[src/rtl/ksa_pkg.sv]
// ---------------------------------------------------------------------------
// ksa_pkg
// Shared constants and elaboration-time helpers for the pipelined
// Kogge-Stone adder/subtractor (ksa_pipe_adder) and its prefix levels.
//
// Contents:
//   OP_ADD / OP_SUB : encodings of the in_sub mode bit
//   clog2(n)        : ceil(log2(n)) for n >= 1
//   LEVELS(w)       : number of Kogge-Stone prefix levels for width w
//   NSTAGE(w, pe)   : number of prefix register groups, ceil(LEVELS/pe)
// ---------------------------------------------------------------------------
package ksa_pkg;

  localparam logic OP_ADD = 1'b0;
  localparam logic OP_SUB = 1'b1;

  function automatic int clog2(input int value);
    int result;
    result = 0;
    for (int v = value - 1; v > 0; v = v >> 1) begin
      result++;
    end
    return result;
  endfunction

  function automatic int LEVELS(input int w);
    return clog2(w);
  endfunction

  function automatic int NSTAGE(input int w, input int pe);
    return (LEVELS(w) + pe - 1) / pe;
  endfunction

endpackage

[src/rtl/ksa_prefix_level.sv]
// ---------------------------------------------------------------------------
// ksa_prefix_level
// One combinational Kogge-Stone prefix level with span 2^LEVEL.
//
// Ports:
//   i_g   [DATA_WIDTH] : group generate from the previous level
//   i_p   [DATA_WIDTH] : group propagate from the previous level
//   i_cin              : carry-in, treated as the generate of bit -1
//   o_g   [DATA_WIDTH] : group generate after this level
//   o_p   [DATA_WIDTH] : group propagate after this level
//
// Per bit i (span s = 2^LEVEL):
//   i <  s      : pass-through; the position already holds its full carry
//   s <= i < 2s : gray cell; the lower operand is already complete, so
//                 only the generate is combined
//   i >= 2s     : black cell; generate and propagate both combined
// The carry-in enters at level 0 by folding it into bit 0's generate before
// any cell reads it, so bit 1's level-0 gray cell already sees the full
// carry out of bit 0. That keeps the network at exactly log2(W) levels while
// covering W+1 carry sources.
// ---------------------------------------------------------------------------
module ksa_prefix_level
  import ksa_pkg::*;
#(
  parameter int DATA_WIDTH = 32,
  parameter int LEVEL      = 0
) (
  input  logic [DATA_WIDTH-1:0] i_g,
  input  logic [DATA_WIDTH-1:0] i_p,
  input  logic                  i_cin,
  output logic [DATA_WIDTH-1:0] o_g,
  output logic [DATA_WIDTH-1:0] o_p
);

  localparam int SPAN = 1 << LEVEL;

  logic [DATA_WIDTH-1:0] w_g_lo;

  generate
    if (LEVEL == 0) begin : g_fold
      assign w_g_lo = {i_g[DATA_WIDTH-1:1], i_g[0] | (i_p[0] & i_cin)};
    end else begin : g_nofold
      // Carry-in is already inside the generates past level 0.
      logic w_unused_cin;
      assign w_unused_cin = i_cin;
      assign w_g_lo       = i_g;
    end

    for (genvar i = 0; i < DATA_WIDTH; i++) begin : g_bit
      if (i < SPAN) begin : g_pass
        assign o_g[i] = w_g_lo[i];
        assign o_p[i] = i_p[i];
      end else if (i < 2 * SPAN) begin : g_gray
        assign o_g[i] = w_g_lo[i] | (i_p[i] & w_g_lo[i-SPAN]);
        // Position becomes complete here; its propagate is never consumed
        // again except by other complete positions, which ignore it.
        assign o_p[i] = i_p[i];
      end else begin : g_black
        assign o_g[i] = w_g_lo[i] | (i_p[i] & w_g_lo[i-SPAN]);
        assign o_p[i] = i_p[i] & i_p[i-SPAN];
      end
    end
  endgenerate

endmodule

[src/rtl/ksa_pipe_adder.sv]
// ---------------------------------------------------------------------------
// ksa_pipe_adder
// Parametrised, pipelined Kogge-Stone adder/subtractor with valid/ready
// handshake, carry-in, status flags and a pass-through tag.
//
// Parameters:
//   DATA_WIDTH : operand width, power of two, 4..128
//   PIPE_EVERY : prefix levels per register stage, 1..log2(DATA_WIDTH)
//   TAG_WIDTH  : opaque tag width, >= 1
//
// Ports:
//   clk, rst             : clock, synchronous active-high reset
//   in_valid / in_ready  : operand beat handshake (in_ready is combinational)
//   in_a, in_b           : operands
//   in_cin               : carry-in, ignored when in_sub = 1
//   in_sub               : 0 = a+b+cin, 1 = a-b (a + ~b + 1)
//   in_tag               : tag returned with the result
//   out_valid / out_ready: result handshake
//   out_sum              : result modulo 2^DATA_WIDTH
//   out_cout             : carry-out (1 = no borrow when subtracting)
//   out_ovf              : signed overflow
//   out_zero             : out_sum == 0
//   out_tag              : tag of this result
//
// Pipeline: stage 0 register, then one register after every PIPE_EVERY
// prefix levels. The last group feeds the sum/flag logic directly into the
// output register, so latency is 1 + ceil(LEVELS/PIPE_EVERY) cycles.
// All stages advance together whenever the output slot is free or being
// drained; bubbles are carried, not collapsed.
// ---------------------------------------------------------------------------
module ksa_pipe_adder
  import ksa_pkg::*;
#(
  parameter int DATA_WIDTH = 32,
  parameter int PIPE_EVERY = 2,
  parameter int TAG_WIDTH  = 4
) (
  input  logic                  clk,
  input  logic                  rst,
  input  logic                  in_valid,
  output logic                  in_ready,
  input  logic [DATA_WIDTH-1:0] in_a,
  input  logic [DATA_WIDTH-1:0] in_b,
  input  logic                  in_cin,
  input  logic                  in_sub,
  input  logic [TAG_WIDTH-1:0]  in_tag,
  output logic                  out_valid,
  input  logic                  out_ready,
  output logic [DATA_WIDTH-1:0] out_sum,
  output logic                  out_cout,
  output logic                  out_ovf,
  output logic                  out_zero,
  output logic [TAG_WIDTH-1:0]  out_tag
);

  localparam int NUM_LEVELS = LEVELS(DATA_WIDTH);
  localparam int NUM_STAGES = NSTAGE(DATA_WIDTH, PIPE_EVERY);

  // Stage registers: index j feeds prefix group j.
  logic [NUM_STAGES-1:0] r_v;
  logic [DATA_WIDTH-1:0] r_g   [NUM_STAGES];
  logic [DATA_WIDTH-1:0] r_p   [NUM_STAGES];
  logic [DATA_WIDTH-1:0] r_pb  [NUM_STAGES];
  logic                  r_c   [NUM_STAGES];
  logic [TAG_WIDTH-1:0]  r_tag [NUM_STAGES];

  logic                  r_out_valid;
  logic [DATA_WIDTH-1:0] r_out_sum;
  logic                  r_out_cout;
  logic                  r_out_ovf;
  logic                  r_out_zero;
  logic [TAG_WIDTH-1:0]  r_out_tag;

  logic                  w_adv;
  logic [DATA_WIDTH-1:0] w_b_eff;
  logic [DATA_WIDTH-1:0] w_go [NUM_LEVELS];
  logic [DATA_WIDTH-1:0] w_po [NUM_LEVELS-1];
  logic [DATA_WIDTH-1:0] w_g_fin;
  logic [DATA_WIDTH-1:0] w_carry;
  logic [DATA_WIDTH-1:0] w_sum;

  assign w_adv    = ~r_out_valid | out_ready;
  assign in_ready = w_adv;
  assign w_b_eff  = (in_sub == OP_SUB) ? ~in_b : in_b;

  always_ff @(posedge clk) begin : p_ctrl
    if (rst) begin
      r_v         <= '0;
      r_out_valid <= 1'b0;
      r_out_sum   <= '0;
      r_out_cout  <= 1'b0;
      r_out_ovf   <= 1'b0;
      r_out_zero  <= 1'b0;
      r_out_tag   <= '0;
    end else if (w_adv) begin
      r_v[0] <= in_valid;
      for (int j = 1; j < NUM_STAGES; j++) begin
        r_v[j] <= r_v[j-1];
      end
      r_out_valid <= r_v[NUM_STAGES-1];
      // Only real results reach the output register, so a bubble never
      // disturbs the last delivered values.
      if (r_v[NUM_STAGES-1]) begin
        r_out_sum  <= w_sum;
        r_out_cout <= w_g_fin[DATA_WIDTH-1];
        r_out_ovf  <= w_g_fin[DATA_WIDTH-2] ^ w_g_fin[DATA_WIDTH-1];
        r_out_zero <= ~|w_sum;
        r_out_tag  <= r_tag[NUM_STAGES-1];
      end
    end
  end

  always_ff @(posedge clk) begin : p_stage0
    if (w_adv) begin
      r_g[0]   <= in_a & w_b_eff;
      r_p[0]   <= in_a ^ w_b_eff;
      r_pb[0]  <= in_a ^ w_b_eff;
      r_c[0]   <= in_sub | in_cin;
      r_tag[0] <= in_tag;
    end
  end

  generate
    for (genvar l = 0; l < NUM_LEVELS; l++) begin : g_lvl
      logic [DATA_WIDTH-1:0] w_gi;
      logic [DATA_WIDTH-1:0] w_pi;
      logic [DATA_WIDTH-1:0] w_po_l;

      if (l % PIPE_EVERY == 0) begin : g_head
        assign w_gi = r_g[l/PIPE_EVERY];
        assign w_pi = r_p[l/PIPE_EVERY];
      end else begin : g_body
        assign w_gi = w_go[l-1];
        assign w_pi = w_po[l-1];
      end

      ksa_prefix_level #(
        .DATA_WIDTH (DATA_WIDTH),
        .LEVEL      (l)
      ) u_level (
        .i_g   (w_gi),
        .i_p   (w_pi),
        .i_cin (r_c[l/PIPE_EVERY]),
        .o_g   (w_go[l]),
        .o_p   (w_po_l)
      );

      if (l < NUM_LEVELS - 1) begin : g_pout
        assign w_po[l] = w_po_l;
      end else begin : g_plast
        // After the final level every generate is a full carry; the
        // propagates have no further consumer.
        logic w_unused_p;
        assign w_unused_p = ^w_po_l;
      end
    end

    for (genvar j = 1; j < NUM_STAGES; j++) begin : g_stage
      always_ff @(posedge clk) begin
        if (w_adv) begin
          r_g[j]   <= w_go[j*PIPE_EVERY-1];
          r_p[j]   <= w_po[j*PIPE_EVERY-1];
          r_pb[j]  <= r_pb[j-1];
          r_c[j]   <= r_c[j-1];
          r_tag[j] <= r_tag[j-1];
        end
      end
    end
  endgenerate

  // Carry into bit i is the full generate of bit i-1; bit 0 takes the
  // effective carry-in.
  assign w_g_fin = w_go[NUM_LEVELS-1];
  assign w_carry = {w_g_fin[DATA_WIDTH-2:0], r_c[NUM_STAGES-1]};
  assign w_sum   = r_pb[NUM_STAGES-1] ^ w_carry;

  assign out_valid = r_out_valid;
  assign out_sum   = r_out_sum;
  assign out_cout  = r_out_cout;
  assign out_ovf   = r_out_ovf;
  assign out_zero  = r_out_zero;
  assign out_tag   = r_out_tag;

endmodule
[config.mk]
export PLATFORM = sky130hd
export DESIGN_NAME = ksa_pipe_adder
export DESIGN_NICKNAME = d
export VERILOG_FILES = /design/src/rtl/ksa_pkg.sv /design/src/rtl/ksa_prefix_level.sv /design/src/rtl/ksa_pipe_adder.sv
export SDC_FILE = /design/constraint.sdc
export NUM_CORES = 1
export LEC_CHECK = 0
export CAP_MARGIN = 20
export CORE_ASPECT_RATIO = 0.75
export CORE_MARGIN = 2
export CORE_UTILIZATION = 56
export CTS_CLUSTER_DIAMETER = 30
export DETAILED_ROUTE_END_ITERATION = 12
export PLACE_DENSITY = 0.91
export RECOVER_POWER = 100
export SLEW_MARGIN = 25
export SYNTH_ARGS = -nofsm -noshare
export SYNTH_HDL_FRONTEND = slang
export SYNTH_SLANG_ARGS = --single-unit
[constraint.sdc]
create_clock -name clk -period 3.6 [get_ports clk]
set_clock_uncertainty 0.05 [all_clocks]
set_input_delay 0.72 -clock clk [delete_from_list [all_inputs] [get_ports clk]]
set_output_delay 0.72 -clock clk [all_outputs]
set_load 0.05 [all_outputs]
==> metrics.yaml <==
status:
  status: "finished, violations left"
  violations: "max-capacitance violations, max-slew violations"
cells_and_area:
  diodes: 0
  drive_gt1_share_pct: 9.388
  synthToLayoutAreaGrowth_pct: 23.57
  fill_cell_count: 1214
  design.final.nets: 1024
synthesis:
  syn_area_per_cell_um2: 14.63
  async_reset_ff_share_pct: 0
  yosys.cell_count.top_type: "edfxtp_1"
  synth_top_cells_by_area: "edfxtp_1 66%, dfxtp_1 7.6%, ha_1 3.5%"
  yosys.area.top_type: "edfxtp_1"
  synth_largest_type_area_fraction_pct: 66.15
  synthesis.yosys.warnings: 0
  synth.ff_latch_count: 294
  postSynthCellCount: 779
  yosysSeqAreaShare_pct: 73.71
  synth.net_count: 885
  post_synth_most_frequent_cells: "251 x edfxtp_1, 99 x nand2_1, 75 x a21oi_1"
  synth_enable_flop_cells: 251
  mappedNetlistArea_um2: 11390
  ys.flop_type: "edfxtp_1"
  yosysUniqueCellTypes: 31
drt:
  met3WireLength_mm: 2.435
  drt_iter0_drc: 731
  wirelength_met1_mm: 9.685
  avgRoutedWirePerCell_um: 19.08
  topRoutingLayerUsed: "met4"
  drt.antenna.violating_nets: 0
  drc: 0
  detailedRoute.firstPassIterationCount: 5
  detailed_route_vias_per_instance: 5.597
  detailroute.wirelength.met2_mm: 10.27
  wl_final_mm: 23.01
  vias: 6750
worst_setup_path:
  arrival_ns: 2.14
  timing.critical_path.from_type: "input port"
  endpoint_kind: "output port"
  worst_ep_required_time_ns: 2.83
  path_max_fanout: 24
  critical_path_class: "input port to output port"
clock_tree:
  cts_hold_repair.buffers: 0
  cts_repair_resize_count: 0
  total_clock_buffers_created_by_cts: 39
  worst_skew_pair.late_latency_ns: 0.53
  clock_tree.htree_level_count: 2
  cts-root-to-sink-buffers: 3
  clock_sinks: 294
  number_of_post_cts_setup_repair_buffers: 0
  tritoncts: "yes"
  cts_root_buffer: "clkbuf_16"
  cts_clock_pin_slew_for_the_worst_setup_and_hold_paths_ns: 0.06
die:
  fp.coreArea_um2: 20100
  std_cell_rows: 45
  floorplan.initialDensity_pct: 56.68
  dieWidth_um: 168.7
  floorplan_die_height_um: 127.5
  io_pins: 115
  die-area_um2: 21510
global_route:
  global_route.usage.total_pct: 21.79
  gr-total-overflow: 0
  antenna_found_initial: 0
  first_global_vias: 6575
  grt_first_pass_wirelength_mm: 35.47
  grt_start_max_net_pins: 141
job:
  maxCapViolations: 1
sta:
  timing_max_transition_violations_final: 34
  clock.fmax_mhz: 344.1
  final_hold_viol_count: 0
  final_period_minus_worst_setup_slack_ns: 2.906
  grt_setup_unrepaired: "false"
  max-slew-margin-rel_pct: -44.46
  finalSetupViolations: 0
  layout_worst_path_cycle_share_pct: 80.72
  setup_tns_ns: 0
  timing_worst_slew_pin_value_ns: 2.167
placed_design:
  dpl.hpwl_mm: 15.38
  port-buffer-count: 114
  gp_routability_congestion: 0.9130
power_and_ir_drop:
  worst_ir_drop_vdd_mv: 0.3554
  leakagePower_nw: 5.408
  finalPower_w: 0.009353
  power_density_nw_per_um2: 664.3
worst_hold_path:
  timing.hold.worst.class: "flip-flop to flip-flop"
[stage by stage]
step	hold WS (ns)	setup WS, ns	util [%]	instances	area [µm²]
5_1_grt	0.3702	0.6325	70.04	1206	14080
3_5_place_dp	0.3545	0.9521	63.53	1135	12770
2_1_floorplan	0.3503	0.5178	-	779	11390
6_report	0.3648	0.6942	70.04	1206	14080
3_3_place_gp	0.3514	1.008	63.53	1135	12770
4_1_cts	0.3654	0.9859	70.33	1206	14140
[sequential cells by signal (all words and copies together), names as in the netlist]
name       flops
r_p           44
out_valid      1
r_g           96
r_pb          96
r_tag         12
out_ovf        1
r_v            3
out_tag        4
r_c            3
out_sum       32
out_zero       1
out_cout       1
[power breakdown]
part           internal, W  total, W  switching [W]  leakage [nW]
clock              0.00254   0.00400        0.00146         0.664
sequential         0.00421   0.00453       0.000314          3.12
combinational     0.000337  0.000832       0.000495          1.63
total              0.00709   0.00935        0.00227          5.41
[path summary, 6_finish.rpt]
path               start          end  slack [ns]  cells past startpoint
max            out_ready     in_ready        0.69                      3
min reg2reg  r_pb[0][46]  r_pb[0][78]        0.36                      0
min          r_pb[0][46]  r_pb[0][78]        0.36                      0
max reg2reg    out_valid   r_p[0][56]        1.40                      2
[critical path, stage by stage]
cell and delay [ns]:
dlygate4sd3_1 0.53, nand2b_4 0.34, clkbuf_1 0.53
[per-layer routing]
metal	track usage [%]	vias up
met1	30.44	3197
met2	32.74	354
li1	-	3145
met4	8.722	0
met3	6.134	54
met5	0	-
[cell families after synthesis]
family,Yosys count,share of synthesized area (%)
buffers and inverters,25,1.241
xor gates and xnor gates,65,5.063
adders and majority gates,32,3.514
muxes,2,0.1757
DFF,294,73.71
AOI/OAI and AO/OA,161,8.939
and+or+nand+nor,200,7.358
[layout make-up]
| type | count | area (µm²) | share of cell area, % |
|---|---|---|---|
| Timing Repair Buffer | 116 | 1151 | 8.176 |
| Clock buffer | 47 | 1045 | 7.421 |
| Multi-Input combinational cell | 460 | 2813 | 19.98 |
| Inverter | 7 | 26.28 | 0.1866 |
| Tap cell | 258 | 322.8 | 2.293 |
| Clock inverter | 24 | 322.8 | 2.293 |
| Sequential cell | 294 | 8398 | 59.65 |
[placed cells by master (no fill, tap or decap), types with 3 or more instances in the layout]
cell type | Yosys | layout
nand4_1 | 3 | 3
nor2_1 | 67 | 67
edfxtp_1 | 251 | 251
xor2_1 | 32 | 32
clkbuf_1 | 7 | 6
xnor2_1 | 32 | 32
o21ai_0 | 38 | 40
clkbuf_16 | 0 | 40
inv_6 | 0 | 6
clkinv_2 | 0 | 3
bufinv_16 | 0 | 6
clkbuf_4 | 0 | 3
clkdlybuf4s50_1 | 0 | 66
nand3_1 | 9 | 9
dlygate4sd3_1 | 0 | 45
nor4_1 | 5 | 5
dfxtp_1 | 43 | 43
inv_1 | 7 | 7
a211oi_2 | 18 | 10
nor2b_1 | 6 | 6
a21oi_2 | 6 | 6
nand2b_1 | 6 | 6
clkinv_4 | 0 | 3
nand2_1 | 99 | 99
a21oi_1 | 75 | 75
o21bai_1 | 6 | 6
clkinvlp_4 | 0 | 3
a211oi_1 | 0 | 8
ha_1 | 32 | 32
a21o_1 | 16 | 16
Power figures use the tool's default switching activity.
==> edit 1, RTL diff (config.mk and constraints unchanged) <==
The parameter `TAG_WIDTH` goes from 4 to 6.
--- a/src/rtl/ksa_pipe_adder.sv
+++ b/src/rtl/ksa_pipe_adder.sv
@@ -35,3 +35,3 @@
   parameter int PIPE_EVERY = 2,
-  parameter int TAG_WIDTH  = 4
+  parameter int TAG_WIDTH  = 6
 ) (
Ports: changed (resized in_tag and out_tag); port bits go from 115 to 119. The function was not compared with the original's and may differ.
==> edit 1 against the unedited design <==
The run still ends with max-capacitance violations, max-slew violations left; count of clock-buffer cells in the layout down 4; global-route usage up 0.88 points; register-to-register slack worse by 230 ps; sequential cell count up 8; critical endpoint unchanged; largest cell class unchanged; setup slack worse by 130 ps; power up 1.2%; combinational power about the same; core utilization up 0.51 points; routed wire length up 3.8%; area after synthesis up 1.5%; cell area up 1.6%; largest power group unchanged; sequential power up 2%.
==> edit 1: results (changes against the unedited design) <==
| Metric | Value |
|---|---|
| R2r endpoint | `r_g[0][31]` |
| Avg Vias per Cell | `5.68 (+1.5%)` |
| Metal3 WL | `2.54 mm (+4.1%)` |
| Area contributors post-synth | `edfxtp_1, dfxtp_1, a21oi_1` |
| Unique cell type count in the Yosys netlist | `30 (-3.2%)` |
| Wire per inst | `19.5 µm (+2.2%)` |
| Max Cap Viol | `1 (unchanged)` |
| Post-Place Cells | `1,154 (+1.7%)` |
| CP arrival | `2270 ps (+130 ps)` |
| Actual slew at the worst max-slew pin | `2200 ps (+34.0 ps)` |
| Met3 Use GR | `5.48% (-0.66 points)` |
| Final slew viol count | `34 (unchanged)` |
| Gr usage total | `22.7% (+0.88 points)` |
| Hold endpoint | `r_pb[0][93]` |
| Initial antenna violation count | `0 (unchanged)` |
| RePlAce Congestion | `0.859 (-5.9%)` |
| Syn Inst Count | `794 (+1.9%)` |
| Hold WS | `361 ps (-3.47 ps)` |
| DP Wirelength | `15.6 mm (+1.4%)` |
| Post-synthesis sequential area ratio | `74.5% (+0.80 points)` |
| Largest net degree at the start of global routing | `151 (+7.1%)` |
| First-pass GRT wire length | `37.3 mm (+5.1%)` |
| Syn_nets | `902 (+1.9%)` |
| Synth cell count leaders | `edfxtp_1, nand2_1, a21oi_1, nor2_1, dfxtp_1` |
| IO buf count | `118 (+3.5%)` |
| CP Max Fanout | `42 (+75%)` |
| EDFF count, synth | `257 (+2.4%)` |
| Routed length on met1 | `9.80 mm (+1.2%)` |
| Layout Nets | `1,045 (+2.1%)` |
| DR WL met2 | `10.9 mm (+6.5%)` |
| Pre-CTS setup slack | `755 ps (-197 ps)` |
| Failing checks | `max-capacitance violations, max-slew violations` |
| Peak supply drop | `0.000310 V (-13%)` |
| Global routing usage on met2 | `35.5% (+2.7 points)` |
| WL final | `23.9 mm (+3.8%)` |
| Layout cells sized above 1 | `7.76% (-1.6 points)` |
| Final WS setup | `565 ps (-130 ps)` |
| Met1 usage | `31.8% (+1.4 points)` |
| Via count of the first global-routing pass | `6,957 (+5.8%)` |
| Status | `complete, but fails checks` |
| Leakage | `0.00549 µW (+1.4%)` |
## edit 1: cell count changes after synthesis, moves of 4 or more
cell / delta
nand2_1: +4
edfxtp_1: +6
a211oi_2: -8
a211oi_1: +8
a21oi_2: -6
a21oi_1: +8
## edit 1: cells by family (layout without fill, tap and decap cells)
kind of cell    after synthesis  in the layout  synth area share (%)
flops                       302            302                  74.5
simple gates                204            204                  7.38
compound gates              163            163                  8.35
xor+xnor                     65             65                  4.92
fa+ha+maj                    32             32                  3.46
buf+inv                      26            199                  1.20
mux                           2              2                 0.173
## edit 1: cell type report
class | count | area (µm²)
sequential | 302 | 8620
fill | 1248 | 5970
tap | 258 | 323
timing repair buffer | 121 | 1180
multi-input combinational | 466 | 2780
inverter | 7 | 26.3
clock inverter | 28 | 354
clock buffer | 43 | 1010
## edit 1: power by group
group / internal, µW / leakage (µW) / switching, µW
Combinational: 334 / 0.00164 / 501
Clock: 2500 / 0.000652 / 1500
Sequential: 4320 / 0.00320 / 311
==> edit 2, RTL diff (same settings) <==
Without the edit above. Reset style: asynchronous (`rst`), changed in one clocked block. Comments in the files are not updated.
--- a/src/rtl/ksa_pipe_adder.sv
+++ b/src/rtl/ksa_pipe_adder.sv
@@ -85,3 +85,3 @@
 
-  always_ff @(posedge clk) begin : p_ctrl
+  always_ff @(posedge clk or posedge rst) begin : p_ctrl
     if (rst) begin
Formal check against the unedited RTL: not equivalent (a bounded check fails within 10 cycles, from zero or initial values and one cycle with rst high; the reset may be asserted at any time).
==> edit 2 against the unedited design <==
The run still ends with max-capacitance violations, max-slew violations left; global-route usage rose by 0.30 points; sequential share of layout area rose by 1.2 points; routed wire length rose by 0.35%; cell area rose by 0.61%; sequential cell count did not move; area after synthesis barely moved; setup slack got worse by 47 ps; final cell count fell by 1.2%; first-iteration DRC count rose by 3.6%; critical endpoint unchanged; largest cell class unchanged.
Power is not compared: it rests on default switching activity, and its combinational part moved more than twofold at a synthesized area within 25%.
==> edit 2: results (changes against the unedited design) <==
| Metric | Value |
|---|---|
| DRT iter0 DRCs | `757 (+3.6%)` |
| Routed length on met1 | `9.82 mm (+1.4%)` |
| Failing checks | `max-capacitance violations, max-slew violations` |
| Post-synthesis sequential area ratio | `75.7% (+2.0 points)` |
| RePlAce Congestion | `0.857 (-6.2%)` |
| Met3 Use GR | `5.14% (-0.99 points)` |
| CP arrival | `2180 ps (+40 ps)` |
| Worst r2r src | `out_valid` |
| Fillers | `1,207 (-0.58%)` |
| Slew headroom | `-51.5% (-7.0 points)` |
| Layout Nets | `1,011 (-1.3%)` |
| Final slew viol count | `217 (+540%)` |
| Status | `complete, but fails checks` |
| Syn_nets | `864 (-2.4%)` |
| Unique cell type count in the Yosys netlist | `30 (-3.2%)` |
| Via count of the first global-routing pass | `6,666 (+1.4%)` |
| Hold WS | `362 ps (-3.23 ps)` |
| Ys async rst share | `14.6% (+15 points)` |
| Gr usage total | `22.1% (+0.30 points)` |
| DR WL met2 | `10.5 mm (+2.5%)` |
| Fmax | `339 MHz (-1.6%)` |
| Synth Area in Compound Gates | `6.94% (-2.0 points)` |
| Max Cap Viol | `2 (+1)` |
| Num CTS Buffers | `38 (-2.6%)` |
| Slowest cell on the critical path | `clkbuf_1` |
| Avg Vias per Cell | `5.59 (-0.20%)` |
| Area contributors post-synth | `edfxtp_1, dfrtp_1, nand2_1` |
| Post-Place Cells | `1,123 (-1.1%)` |
-- edit 2: cell count changes after synthesis, moves of 3 or more --
| cell | before | now |
|---|---|---|
| a211oi_2 | 18 | 0 |
| a21oi_1 | 75 | 53 |
| buf_6 | 5 | 1 |
| clkbuf_1 | 7 | 4 |
| dfrtp_1 | 0 | 43 |
| dfxtp_1 | 43 | 0 |
| mux2_2 | 0 | 6 |
| nand2_1 | 99 | 125 |
| nand3_1 | 9 | 6 |
| nor2_1 | 67 | 44 |
| o21ai_0 | 38 | 56 |
-- edit 2: area by class of cell --
type	instances	area [µm²]	share of cell area, %
inverters	7	26.3	0.185
flip-flops and latches	294	8610	60.8
multi-input cells	445	2680	18.9
clock inverters	25	330	2.33
repair buffers	119	1160	8.19
clock buffers	44	1040	7.32
well taps	258	323	2.28
